**config.mk**
```make
export PLATFORM = sky130hd
export DESIGN_NAME = rv32i_lsu
export DESIGN_NICKNAME = d
export VERILOG_FILES = /design/src/rtl/rv32i_lsu.sv
export SDC_FILE = /design/constraint.sdc
export NUM_CORES = 1
export LEC_CHECK = 0
export ABC_AREA = 1
export CAP_MARGIN = 40
export CORE_ASPECT_RATIO = 0.9
export CORE_MARGIN = 2
export CORE_UTILIZATION = 45
export DETAILED_ROUTE_END_ITERATION = 6
export PLACE_DENSITY_LB_ADDON = 0.08
export SYNTH_ARGS = -nofsm -noshare
export SYNTH_HDL_FRONTEND = slang
export SYNTH_SLANG_ARGS = --single-unit
```
**constraint.sdc**
```tcl
create_clock -name clk -period 2.2 [get_ports clk]
set_input_delay 0.22 -clock clk [delete_from_list [all_inputs] [get_ports clk]]
set_output_delay 0.22 -clock clk [all_outputs]
set_load 0.05 [all_outputs]
```
**src/rtl/rv32i_lsu.sv**
```systemverilog
// RV32I load/store unit: single-outstanding valid/grant/rvalid memory port, 4-state FSM.
// Build option: define LSU_MISALIGN_TRAP_EN to turn misaligned H/W accesses into error ops.
module rv32i_lsu #(
    parameter int unsigned DPW = 32,
    parameter int unsigned BEW = DPW / 8
) (
    input  logic           clk,
    input  logic           rst_n,
    input  logic           ex_valid,
    output logic           ex_ready,
    input  logic           ex_store,
    input  logic [2:0]     ex_funct3,
    input  logic [DPW-1:0] ex_addr,
    input  logic [DPW-1:0] ex_wdata,
    output logic           mem_req,
    input  logic           mem_gnt,
    output logic           mem_we,
    output logic [BEW-1:0] mem_be,
    output logic [DPW-1:0] mem_addr,
    output logic [DPW-1:0] mem_wdata,
    input  logic           mem_rvalid,
    input  logic [DPW-1:0] mem_rdata,
    output logic           wb_valid,
    output logic [DPW-1:0] wb_rdata,
    output logic           wb_err
);

    typedef enum logic [1:0] {StIdle, StReq, StWait, StResp} state_e;

    state_e         state_q, state_d;
    logic [DPW-1:0] addr_q;
    logic [2:0]     funct3_q;
    logic           store_q;
    logic           err_q;
    logic [BEW-1:0] be_q;
    logic [DPW-1:0] wdata_q;
    logic [DPW-1:0] rdata_q;

    logic           accept;
    logic           op_err;
    logic           misalign;
    logic [BEW-1:0] be_n;
    logic [DPW-1:0] wdata_n;
    logic [1:0]     lane;
    logic [DPW-1:0] shifted;
    logic [DPW-1:0] load_ext;

    assign accept = ex_valid && (state_q == StIdle);

    // Decode the incoming op at accept time; results are registered with it.
    always_comb begin
        op_err   = 1'b0;
        misalign = 1'b0;
        be_n     = 4'b1111;
        wdata_n  = ex_wdata;
        unique case (ex_funct3)
            3'b000, 3'b001, 3'b010: op_err = 1'b0;
            3'b100, 3'b101:         op_err = ex_store;
            default:                op_err = 1'b1;
        endcase
        case (ex_funct3[1:0])
            2'b00: begin
                be_n    = 4'b0001 << ex_addr[1:0];
                wdata_n = {4{ex_wdata[7:0]}};
            end
            2'b01: begin
                be_n     = 4'b0011 << {ex_addr[1], 1'b0};
                wdata_n  = {2{ex_wdata[15:0]}};
                misalign = ex_addr[0];
            end
            default: begin
                be_n     = 4'b1111;
                wdata_n  = ex_wdata;
                misalign = (ex_addr[1:0] != 2'b00);
            end
        endcase
`ifdef LSU_MISALIGN_TRAP_EN
        op_err = op_err || misalign;
`endif
    end

    // Byte lane of the loaded item; H ignores addr[0], W always sits at lane 0.
    always_comb begin
        case (funct3_q[1:0])
            2'b00:   lane = addr_q[1:0];
            2'b01:   lane = {addr_q[1], 1'b0};
            default: lane = 2'b00;
        endcase
        shifted = mem_rdata >> {lane, 3'b000};
        case (funct3_q[1:0])
            2'b00:   load_ext = {{24{shifted[7] & ~funct3_q[2]}}, shifted[7:0]};
            2'b01:   load_ext = {{16{shifted[15] & ~funct3_q[2]}}, shifted[15:0]};
            default: load_ext = shifted;
        endcase
    end

    always_ff @(posedge clk) begin
        if (!rst_n) begin
            state_q  <= StIdle;
            addr_q   <= '0;
            funct3_q <= '0;
            store_q  <= 1'b0;
            err_q    <= 1'b0;
            be_q     <= '0;
            wdata_q  <= '0;
            rdata_q  <= '0;
        end else begin
            state_q <= state_d;
            if (accept) begin
                addr_q   <= ex_addr;
                funct3_q <= ex_funct3;
                store_q  <= ex_store;
                err_q    <= op_err;
                be_q     <= be_n;
                wdata_q  <= wdata_n;
                rdata_q  <= '0;
            end
            if (state_q == StWait && mem_rvalid && !store_q) begin
                rdata_q <= load_ext;
            end
        end
    end

    always_comb begin
        state_d = state_q;
        unique case (state_q)
            StIdle: if (ex_valid) state_d = op_err ? StResp : StReq;
            StReq:  if (mem_gnt) state_d = StWait;
            StWait: if (mem_rvalid) state_d = StResp;
            StResp: state_d = StIdle;
            default: state_d = StIdle;
        endcase
    end

    always_comb begin
        ex_ready  = (state_q == StIdle);
        mem_req   = (state_q == StReq);
        mem_we    = mem_req & store_q;
        mem_be    = mem_req ? be_q : '0;
        mem_addr  = mem_req ? {addr_q[DPW-1:2], 2'b00} : '0;
        mem_wdata = mem_req ? wdata_q : '0;
        wb_valid  = (state_q == StResp);
        wb_err    = wb_valid & err_q;
        wb_rdata  = wb_valid ? rdata_q : '0;
    end

endmodule

```
==> metrics.txt, run 1 <==
# TYPE chip_impl_metric gauge
chip_impl_metric{name="syn_inst",unit=""} 885
chip_impl_info{name="worst-setup-path-type",value="flop to primary output"} 1
chip_impl_metric{name="fillCellCount",unit=""} 932
chip_impl_metric{name="synth-seq-area-share",unit=""} 0.381
chip_impl_info{name="postSynth.topFlopCell",value="sky130_fd_sc_hd__dfxtp_1"} 1
chip_impl_metric{name="cp_num_cells",unit=""} 3
chip_impl_metric{name="core.rowCount",unit=""} 38
chip_impl_info{name="cts-root-buf",value="sky130_fd_sc_hd__clkbuf_16"} 1
chip_impl_metric{name="grt_overflow",unit=""} 0
chip_impl_metric{name="critPathMaxFanout",unit=""} 4
chip_impl_metric{name="tritoncts_num_sinks",unit=""} 107
chip_impl_metric{name="n_antenna_cell",unit=""} 0
chip_impl_metric{name="place_inst",unit=""} 1215
chip_impl_metric{name="fp.dieArea",unit="mm2"} 0.0134
chip_impl_metric{name="detail_route.iter0.violations",unit=""} 505
chip_impl_metric{name="hpwl",unit="mm"} 13.2
chip_impl_metric{name="later_pin_clock_latency_in_the_skew_report",unit="ps"} 350
chip_impl_metric{name="die_h",unit="um"} 110
chip_impl_metric{name="grt_antenna_before_repair",unit=""} 0
chip_impl_info{name="cpMaxStageDelayCell",value="sky130_fd_sc_hd__clkdlybuf4s50_1"} 1
chip_impl_info{name="cts_tree",value="done"} 1
chip_impl_metric{name="cellPowerDensity",unit="mW/mm2"} 933
chip_impl_metric{name="finalSetupTns",unit="ps"} 0
chip_impl_metric{name="min_period",unit="ps"} 2160
chip_impl_metric{name="first_pass_iters",unit=""} 5
chip_impl_info{name="critical_path.top_delay_family",value="buffers and inverters"} 1
chip_impl_metric{name="worst-r2r-setup-slack",unit="ps"} 200
chip_impl_info{name="critical_path.startpoint_type",value="flop"} 1
chip_impl_metric{name="timing.final.setup_violations",unit=""} 0
chip_impl_metric{name="finalWeightedCongestion",unit=""} 0.904
chip_impl_metric{name="max-vdd-ir-drop",unit="mV"} 0.555
chip_impl_metric{name="grt_first_pass_wirelength",unit="mm"} 29.0
chip_impl_metric{name="grt_util_met2",unit=""} 0.440
chip_impl_metric{name="die_w",unit="um"} 122
chip_impl_metric{name="rr_worst_depth",unit=""} 8
chip_impl_metric{name="postCtsSetupRepairBufs",unit=""} 0
chip_impl_info{name="status",value="finished clean"} 1
chip_impl_metric{name="routed-via-count",unit=""} 6120
chip_impl_metric{name="timing.max_slew.rel_slack",unit=""} 0.638
chip_impl_metric{name="syn_avg_cell_area",unit="um2"} 6.35
chip_impl_metric{name="placeableCoreArea",unit="mm2"} 0.0121
chip_impl_metric{name="number_of_distinct_library_cell_variants_in_the_gate_level_netlist_after_synthesis",unit=""} 34
chip_impl_metric{name="drt_drc_violations_left",unit=""} 0
chip_impl_metric{name="multi_input_area",unit="mm2"} 0.00261
chip_impl_metric{name="synth.cell_area",unit="mm2"} 0.00562
chip_impl_metric{name="critPathRequiredTime",unit="ps"} 1980
chip_impl_metric{name="worstMarginPinSlew",unit="ps"} 541
chip_impl_metric{name="grt_util_all_layers",unit=""} 0.272
chip_impl_metric{name="synth.yosys.warnings",unit=""} 0
chip_impl_metric{name="initial_core_util",unit=""} 0.463
chip_impl_metric{name="global_route.usage.met3",unit=""} 0.0664
chip_impl_metric{name="maxSlewViolCount",unit=""} 0
chip_impl_info{name="grt.busiest_layer",value="met2"} 1
chip_impl_metric{name="crit_buf_inv",unit=""} 2
chip_impl_metric{name="sequential_cell_area",unit="mm2"} 0.00214
chip_impl_metric{name="hold_path_depth",unit=""} 3
chip_impl_metric{name="post_layout_nonfiller_instances",unit=""} 1231
chip_impl_info{name="rsz0062_at_grt",value="no"} 1
chip_impl_metric{name="cap_viol_max_count",unit=""} 0
chip_impl_metric{name="final_area",unit="mm2"} 0.00920
chip_impl_metric{name="synth-seq-cells",unit=""} 107
chip_impl_metric{name="drt-total-wl",unit="mm"} 18.0
chip_impl_metric{name="placement.io_buffers",unit=""} 207
chip_impl_metric{name="power.static_leakage",unit="uW"} 0.00456
chip_impl_metric{name="critical_path.max_stage_delay",unit="ps"} 870
chip_impl_metric{name="cts_htree_levels",unit=""} 3
chip_impl_metric{name="clkTransAtPathRegs",unit="ps"} 70
chip_impl_metric{name="layout_worst_path_cycle_share",unit=""} 0.980
chip_impl_metric{name="clock_tree.buffer_depth",unit=""} 2
chip_impl_metric{name="placedInstanceArea",unit="mm2"} 0.00885
chip_impl_metric{name="final_core_util",unit=""} 0.759
chip_impl_metric{name="vias_per_std_cell",unit=""} 4.97
chip_impl_metric{name="async_reset_ff_frac",unit=""} 0
chip_impl_metric{name="nNetsFinal",unit=""} 1175
chip_impl_metric{name="timing.critical_path.arrival",unit="ps"} 1940
chip_impl_metric{name="post_route_cells_drive_above_1_share",unit=""} 0.157
chip_impl_metric{name="final-hold-violation-count",unit=""} 0
chip_impl_metric{name="antenna_violating_nets_post_route",unit=""} 0
chip_impl_info{name="min-delay-path-class",value="input port to flop"} 1
chip_impl_info{name="timing.critical_path.cells",value="inv_1 -> ha_1 -> clkdlybuf4s50_1"} 1
chip_impl_metric{name="finalClockSkew",unit="ps"} 9.82
chip_impl_info{name="cp-end-kind",value="primary output"} 1
chip_impl_metric{name="grt_use_met1",unit=""} 0.362
chip_impl_metric{name="fmax",unit="MHz"} 464
chip_impl_metric{name="wire_per_inst",unit="um"} 14.6
chip_impl_metric{name="pin_count",unit=""} 210
chip_impl_metric{name="synth_enable_flop_cells",unit=""} 0
chip_impl_metric{name="cts_buffers",unit=""} 9
chip_impl_metric{name="grt_max_degree",unit=""} 47
chip_impl_metric{name="area_added_between_synthesis_and_finish",unit="%"} 63.7
chip_impl_metric{name="via_count_of_the_first_global_routing_pass",unit=""} 5823
-- tightest hold or removal path: stages --
cell                              delay, ps
sky130_fd_sc_hd__clkdlybuf4s50_1        400
sky130_fd_sc_hd__nand2_1                 60
sky130_fd_sc_hd__a31oi_1                 70
-- final cells by class --
class,count,area share
clock buffers,11,0.0275
clock inverters,5,0.00911
inverters,164,0.0673
multi-input cells,559,0.284
flip-flops and latches,107,0.233
well taps,160,0.0218
repair buffers,225,0.358
-- where the power goes --
| part | switching (uW) | total [uW] | internal, uW |
|---|---|---|---|
| combinational | 2550 | 4180 | 1630 |
| sequential | 237 | 2590 | 2350 |
| clock | 755 | 1820 | 1070 |
| total | 3540 | 8580 | 5040 |
-- through the flow --
stage / hold slack (ps) / worst slack [ps] / power (uW)
after floorplan: 381 / 99.0 / 5130
after global placement: 452 / 257 / 6690
after detailed placement: 455 / 208 / 6760
after CTS: 443 / 62.8 / 8600
after global routing: 468 / 15.8 / 9090
final: 453 / 44.6 / 8580
-- final timing paths --
check,start,endpoint
hold / removal,ex_wdata[29],wdata_q[29]
setup / recovery,state_q[1],ex_ready
setup reg to reg,state_q[0],rdata_q[30]
hold reg to reg,rdata_q[31],rdata_q[31]
-- sequential cells by signal, indices dropped and copies added (netlist names) --
name      cells
addr_q       32
be_q          4
err_q         1
funct3_q      3
rdata_q      32
state_q       2
store_q       1
wdata_q      32
-- layout by cell type, fill, tap and decap left out, drive strengths merged --
cell type / Yosys / routed
a211oi: 2 / 2
a21oi: 72 / 72
a22oi: 1 / 1
a31o: 5 / 5
a31oi: 11 / 11
buf: 20 / 120
bufinv: 0 / 2
clkbuf: 36 / 11
clkdlybuf4s50: 0 / 105
clkinvlp: 0 / 3
conb: 1 / 2
dfxtp: 107 / 107
ha: 4 / 4
inv: 163 / 164
nand2: 258 / 258
nand3: 11 / 11
nor2: 81 / 81
nor3: 2 / 2
o211ai: 18 / 18
o21ai: 86 / 86
o21bai: 2 / 2
o22ai: 4 / 4
-- synth_stat cells (2+ instances only) --
library cell,number,area share
sky130_fd_sc_hd__inv_2,4,0.0027
sky130_fd_sc_hd__o21ai_0,80,0.071
sky130_fd_sc_hd__o211ai_2,3,0.0067
sky130_fd_sc_hd__nor2_4,2,0.0040
sky130_fd_sc_hd__o211ai_1,15,0.020
sky130_fd_sc_hd__nand2_1,253,0.17
sky130_fd_sc_hd__a31o_2,5,0.0078
sky130_fd_sc_hd__buf_2,7,0.0062
sky130_fd_sc_hd__nand2_2,2,0.0022
sky130_fd_sc_hd__buf_1,5,0.0033
sky130_fd_sc_hd__o22ai_1,4,0.0045
sky130_fd_sc_hd__ha_1,4,0.0089
sky130_fd_sc_hd__nor2_1,78,0.052
sky130_fd_sc_hd__nand3_1,9,0.0080
sky130_fd_sc_hd__clkbuf_1,36,0.024
sky130_fd_sc_hd__dfxtp_1,107,0.38
sky130_fd_sc_hd__inv_1,159,0.11
sky130_fd_sc_hd__o21ai_2,5,0.0078
sky130_fd_sc_hd__buf_6,5,0.010
sky130_fd_sc_hd__nand2_4,3,0.0060
sky130_fd_sc_hd__a21oi_1,72,0.064
sky130_fd_sc_hd__a211oi_1,2,0.0027
sky130_fd_sc_hd__o21bai_1,2,0.0027
sky130_fd_sc_hd__buf_4,3,0.0040
sky130_fd_sc_hd__a31oi_1,11,0.012
-- repair_timing --
action	in CTS	in global routing
hold buffers	0	0
gates resized for setup	0	2
hold endpoints to repair	0	0
setup endpoints to repair	0	11
-- routing by layer --
metal  routed length, um  part of all wire
met1                7820              0.43
met5                   0                 0
met3                1460             0.081
met4                 286             0.016
met2                8420              0.47
-- cell families after synthesis --
kind of cell | after synthesis | share of synthesized area
adders and majority gates | 4 | 0.00891
DFF | 107 | 0.381
AOI/OAI and AO/OA | 201 | 0.202
and+or+nand+nor | 352 | 0.250
other | 1 | 0.000667
buffers and inverters | 220 | 0.157
No activity file was read; power rests on OpenSTA's default activity.
==> inputs of run 2 (changes only) <==
- SETUP_SLACK_MARGIN: not set -> 0.05
==> run 2 against run 1 <==
  * Utilization about the same
  * Sequential power about the same
  * Final cell count stayed put
  * Clock skew is essentially flat
  * Flip-flop and latch count unchanged
  * First-iteration DRC count grew 0.59%
  * Worst setup slack better by 150 ps
  * Register-to-register slack about the same
  * Critical path depth is 5 higher
  * Largest cell class unchanged
==> metrics.txt, run 2 (synthesis gave the netlist of run 1 again) <==
# TYPE chip_impl_metric gauge
chip_impl_metric{name="first_pass_iters",unit=""} 5
chip_impl_info{name="largest_registers_ranked_by_flip_flop_count",value="addr_q: 32 flops, rdata_q: 32 flops, wdata_q: 32 flops"} 1
chip_impl_metric{name="n_antenna_cell",unit=""} 0
chip_impl_metric{name="initial_core_util",unit=""} 0.463
chip_impl_metric{name="timing.critical_path.arrival",unit="ps"} 2280
chip_impl_info{name="layout_common_cells",value="252 x sky130_fd_sc_hd__nand2_1, 159 x sky130_fd_sc_hd__inv_1, 107 x sky130_fd_sc_hd__dfxtp_1, 107 x sky130_fd_sc_hd__buf_12, 104 x sky130_fd_sc_hd__clkdlybuf4s50_1"} 1
chip_impl_metric{name="drt-total-wl",unit="mm"} 18.0
chip_impl_metric{name="timing.final.setup_violations",unit=""} 0
chip_impl_metric{name="maxSlewViolCount",unit=""} 0
chip_impl_metric{name="later_pin_clock_latency_in_the_skew_report",unit="ps"} 350
chip_impl_metric{name="cts_htree_levels",unit=""} 3
chip_impl_metric{name="cellPowerDensity",unit="mW/mm2"} 933
chip_impl_metric{name="tritoncts_num_sinks",unit=""} 107
chip_impl_metric{name="critPathRequiredTime",unit="ps"} 2470
chip_impl_metric{name="clock_tree.buffer_depth",unit=""} 2
chip_impl_metric{name="final-hold-violation-count",unit=""} 0
chip_impl_metric{name="fp.dieArea",unit="mm2"} 0.0134
chip_impl_metric{name="layout_worst_path_cycle_share",unit=""} 0.912
chip_impl_metric{name="design_power_total",unit="uW"} 8590
chip_impl_metric{name="grt_overflow",unit=""} 0
chip_impl_info{name="cp-end-kind",value="flop"} 1
chip_impl_metric{name="detail_route.iter0.violations",unit=""} 508
chip_impl_metric{name="wire_per_inst",unit="um"} 14.6
chip_impl_metric{name="vias_per_std_cell",unit=""} 4.97
chip_impl_info{name="cts-root-buf",value="sky130_fd_sc_hd__clkbuf_16"} 1
chip_impl_info{name="cts_tree",value="done"} 1
chip_impl_info{name="layout.cells.most_common",value="sky130_fd_sc_hd__nand2_1"} 1
chip_impl_info{name="timing.critical_path.cells",value="inv_1 -> ha_1 -> nand2_2 -> clkinvlp_4 -> nor2_2 -> buf_12 -> nand2_1 -> a21oi_1"} 1
chip_impl_metric{name="finalSetupTns",unit="ps"} 0
chip_impl_info{name="rsz0062_at_grt",value="yes"} 1
chip_impl_metric{name="placement.io_buffers",unit=""} 207
chip_impl_metric{name="antenna_violating_nets_post_route",unit=""} 0
chip_impl_metric{name="worstMarginPinSlew",unit="ps"} 552
chip_impl_metric{name="pin_count",unit=""} 210
chip_impl_metric{name="post_route_cells_drive_above_1_share",unit=""} 0.157
chip_impl_metric{name="max-vdd-ir-drop",unit="mV"} 0.555
chip_impl_metric{name="power.static_leakage",unit="uW"} 0.00457
chip_impl_info{name="status",value="finished clean"} 1
chip_impl_metric{name="die_w",unit="um"} 122
chip_impl_info{name="min-delay-path-class",value="input port to flop"} 1
chip_impl_metric{name="finalWeightedCongestion",unit=""} 0.904
chip_impl_metric{name="clkTransAtPathRegs",unit="ps"} 70
chip_impl_metric{name="grt_first_pass_wirelength",unit="mm"} 29.0
chip_impl_metric{name="crit_buf_inv",unit=""} 3
chip_impl_metric{name="grt_max_degree",unit=""} 47
chip_impl_metric{name="nNetsFinal",unit=""} 1175
chip_impl_metric{name="cap_viol_max_count",unit=""} 0
chip_impl_metric{name="via_count_of_the_first_global_routing_pass",unit=""} 5823
chip_impl_metric{name="area_added_between_synthesis_and_finish",unit="%"} 63.7
chip_impl_info{name="critical_path.top_delay_family",value="simple AND/OR/NAND/NOR gates"} 1
chip_impl_metric{name="critPathMaxFanout",unit=""} 32
chip_impl_metric{name="critical_path.max_stage_delay",unit="ps"} 390
chip_impl_metric{name="die_h",unit="um"} 110
chip_impl_metric{name="hpwl",unit="mm"} 13.2
chip_impl_info{name="worst-setup-path-type",value="flop to flop"} 1
chip_impl_metric{name="finalClockSkew",unit="ps"} 9.70
chip_impl_metric{name="cts_buffers",unit=""} 9
chip_impl_metric{name="timing.max_slew.rel_slack",unit=""} 0.631
chip_impl_info{name="critical_path.startpoint_type",value="flop"} 1
chip_impl_metric{name="routed-via-count",unit=""} 6113
chip_impl_metric{name="placeableCoreArea",unit="mm2"} 0.0121
chip_impl_metric{name="grt_antenna_before_repair",unit=""} 0
chip_impl_metric{name="core.rowCount",unit=""} 38
chip_impl_metric{name="drt_drc_violations_left",unit=""} 0
chip_impl_metric{name="min_period",unit="ps"} 2010
chip_impl_metric{name="grt_util_all_layers",unit=""} 0.272
chip_impl_metric{name="fillCellCount",unit=""} 932
chip_impl_metric{name="fmax",unit="MHz"} 499
chip_impl_metric{name="holdBufCountCts",unit=""} 0
chip_impl_info{name="cpMaxStageDelayCell",value="sky130_fd_sc_hd__dfxtp_1"} 1
run 2: cell count changes in the layout (fill, tap and decap cells not counted):
cell / before / now
sky130_fd_sc_hd__clkdlybuf4s50_1: 105 / 104
sky130_fd_sc_hd__dlymetal6s2s_1: 0 / 1
run 2: final timing paths:
check | startpoint | to | slack, ps | depth (start not counted)
setup / recovery | state_q[0] | rdata_q[30] | 190 | 8
hold / removal | ex_wdata[29] | wdata_q[29] | 450 | 3
setup reg to reg | state_q[0] | rdata_q[30] | 190 | 8
hold reg to reg | rdata_q[31] | rdata_q[31] | 460 | 2
run 2: area by class of cell:
cell class / instances / area, um2 / area share
Clock buffer: 11 / 253 / 0.0275
Clock inverter: 5 / 83.8 / 0.00911
Inverter: 164 / 619 / 0.0673
Multi-Input combinational cell: 559 / 2610 / 0.284
Sequential cell: 107 / 2140 / 0.233
Tap cell: 160 / 200 / 0.0218
Timing Repair Buffer: 225 / 3290 / 0.358
run 2: worst register-to-register path, cell delays in order (launching register included):
cell,delay [ps]
sky130_fd_sc_hd__dfxtp_1,390
sky130_fd_sc_hd__inv_1,90
sky130_fd_sc_hd__ha_1,270
sky130_fd_sc_hd__nand2_2,260
sky130_fd_sc_hd__clkinvlp_4,250
sky130_fd_sc_hd__nor2_2,200
sky130_fd_sc_hd__buf_12,200
sky130_fd_sc_hd__nand2_1,100
sky130_fd_sc_hd__a21oi_1,170
run 2: power by group:
part / switching, uW / total [uW] / internal [uW]
combinational: 2550 / 4180 / 1630
sequential: 237 / 2590 / 2350
clock: 756 / 1820 / 1070
run 2: what timing repair did:
| action | 4_1_cts | 5_1_grt |
|---|---|---|
| setup endpoints to repair | 0 | 37 |
| hold endpoints to repair | 0 | 0 |
| setup buffers | 0 | 0 |
| resized for setup | 0 | 3 |
run 2: through the flow:
stage / hold slack, ps / cells / setup slack [ps] / utilization / instance area (um2)
6_report: 453 / 1231 / 194 / 0.759 / 9200
5_1_grt: 468 / 1231 / 35.0 / 0.759 / 9200
4_1_cts: 443 / 1231 / 62.8 / 0.758 / 9190
3_5_place_dp: 455 / 1215 / 208 / 0.730 / 8850
3_3_place_gp: 452 / 1215 / 257 / 0.730 / 8850
2_1_floorplan: 381 / 886 / 99.0 / - / 5630
run 2: metal layers:
metal | part of all wire | vias up | wire length, um | global-route usage
met5 | 0 | - | 0 | 0
met4 | 0.016 | 0 | 286 | 0.0780
met3 | 0.078 | 24 | 1400 | 0.0664
met2 | 0.47 | 219 | 8430 | 0.440
met1 | 0.44 | 2799 | 7870 | 0.362
li1 | - | 3071 | - | -
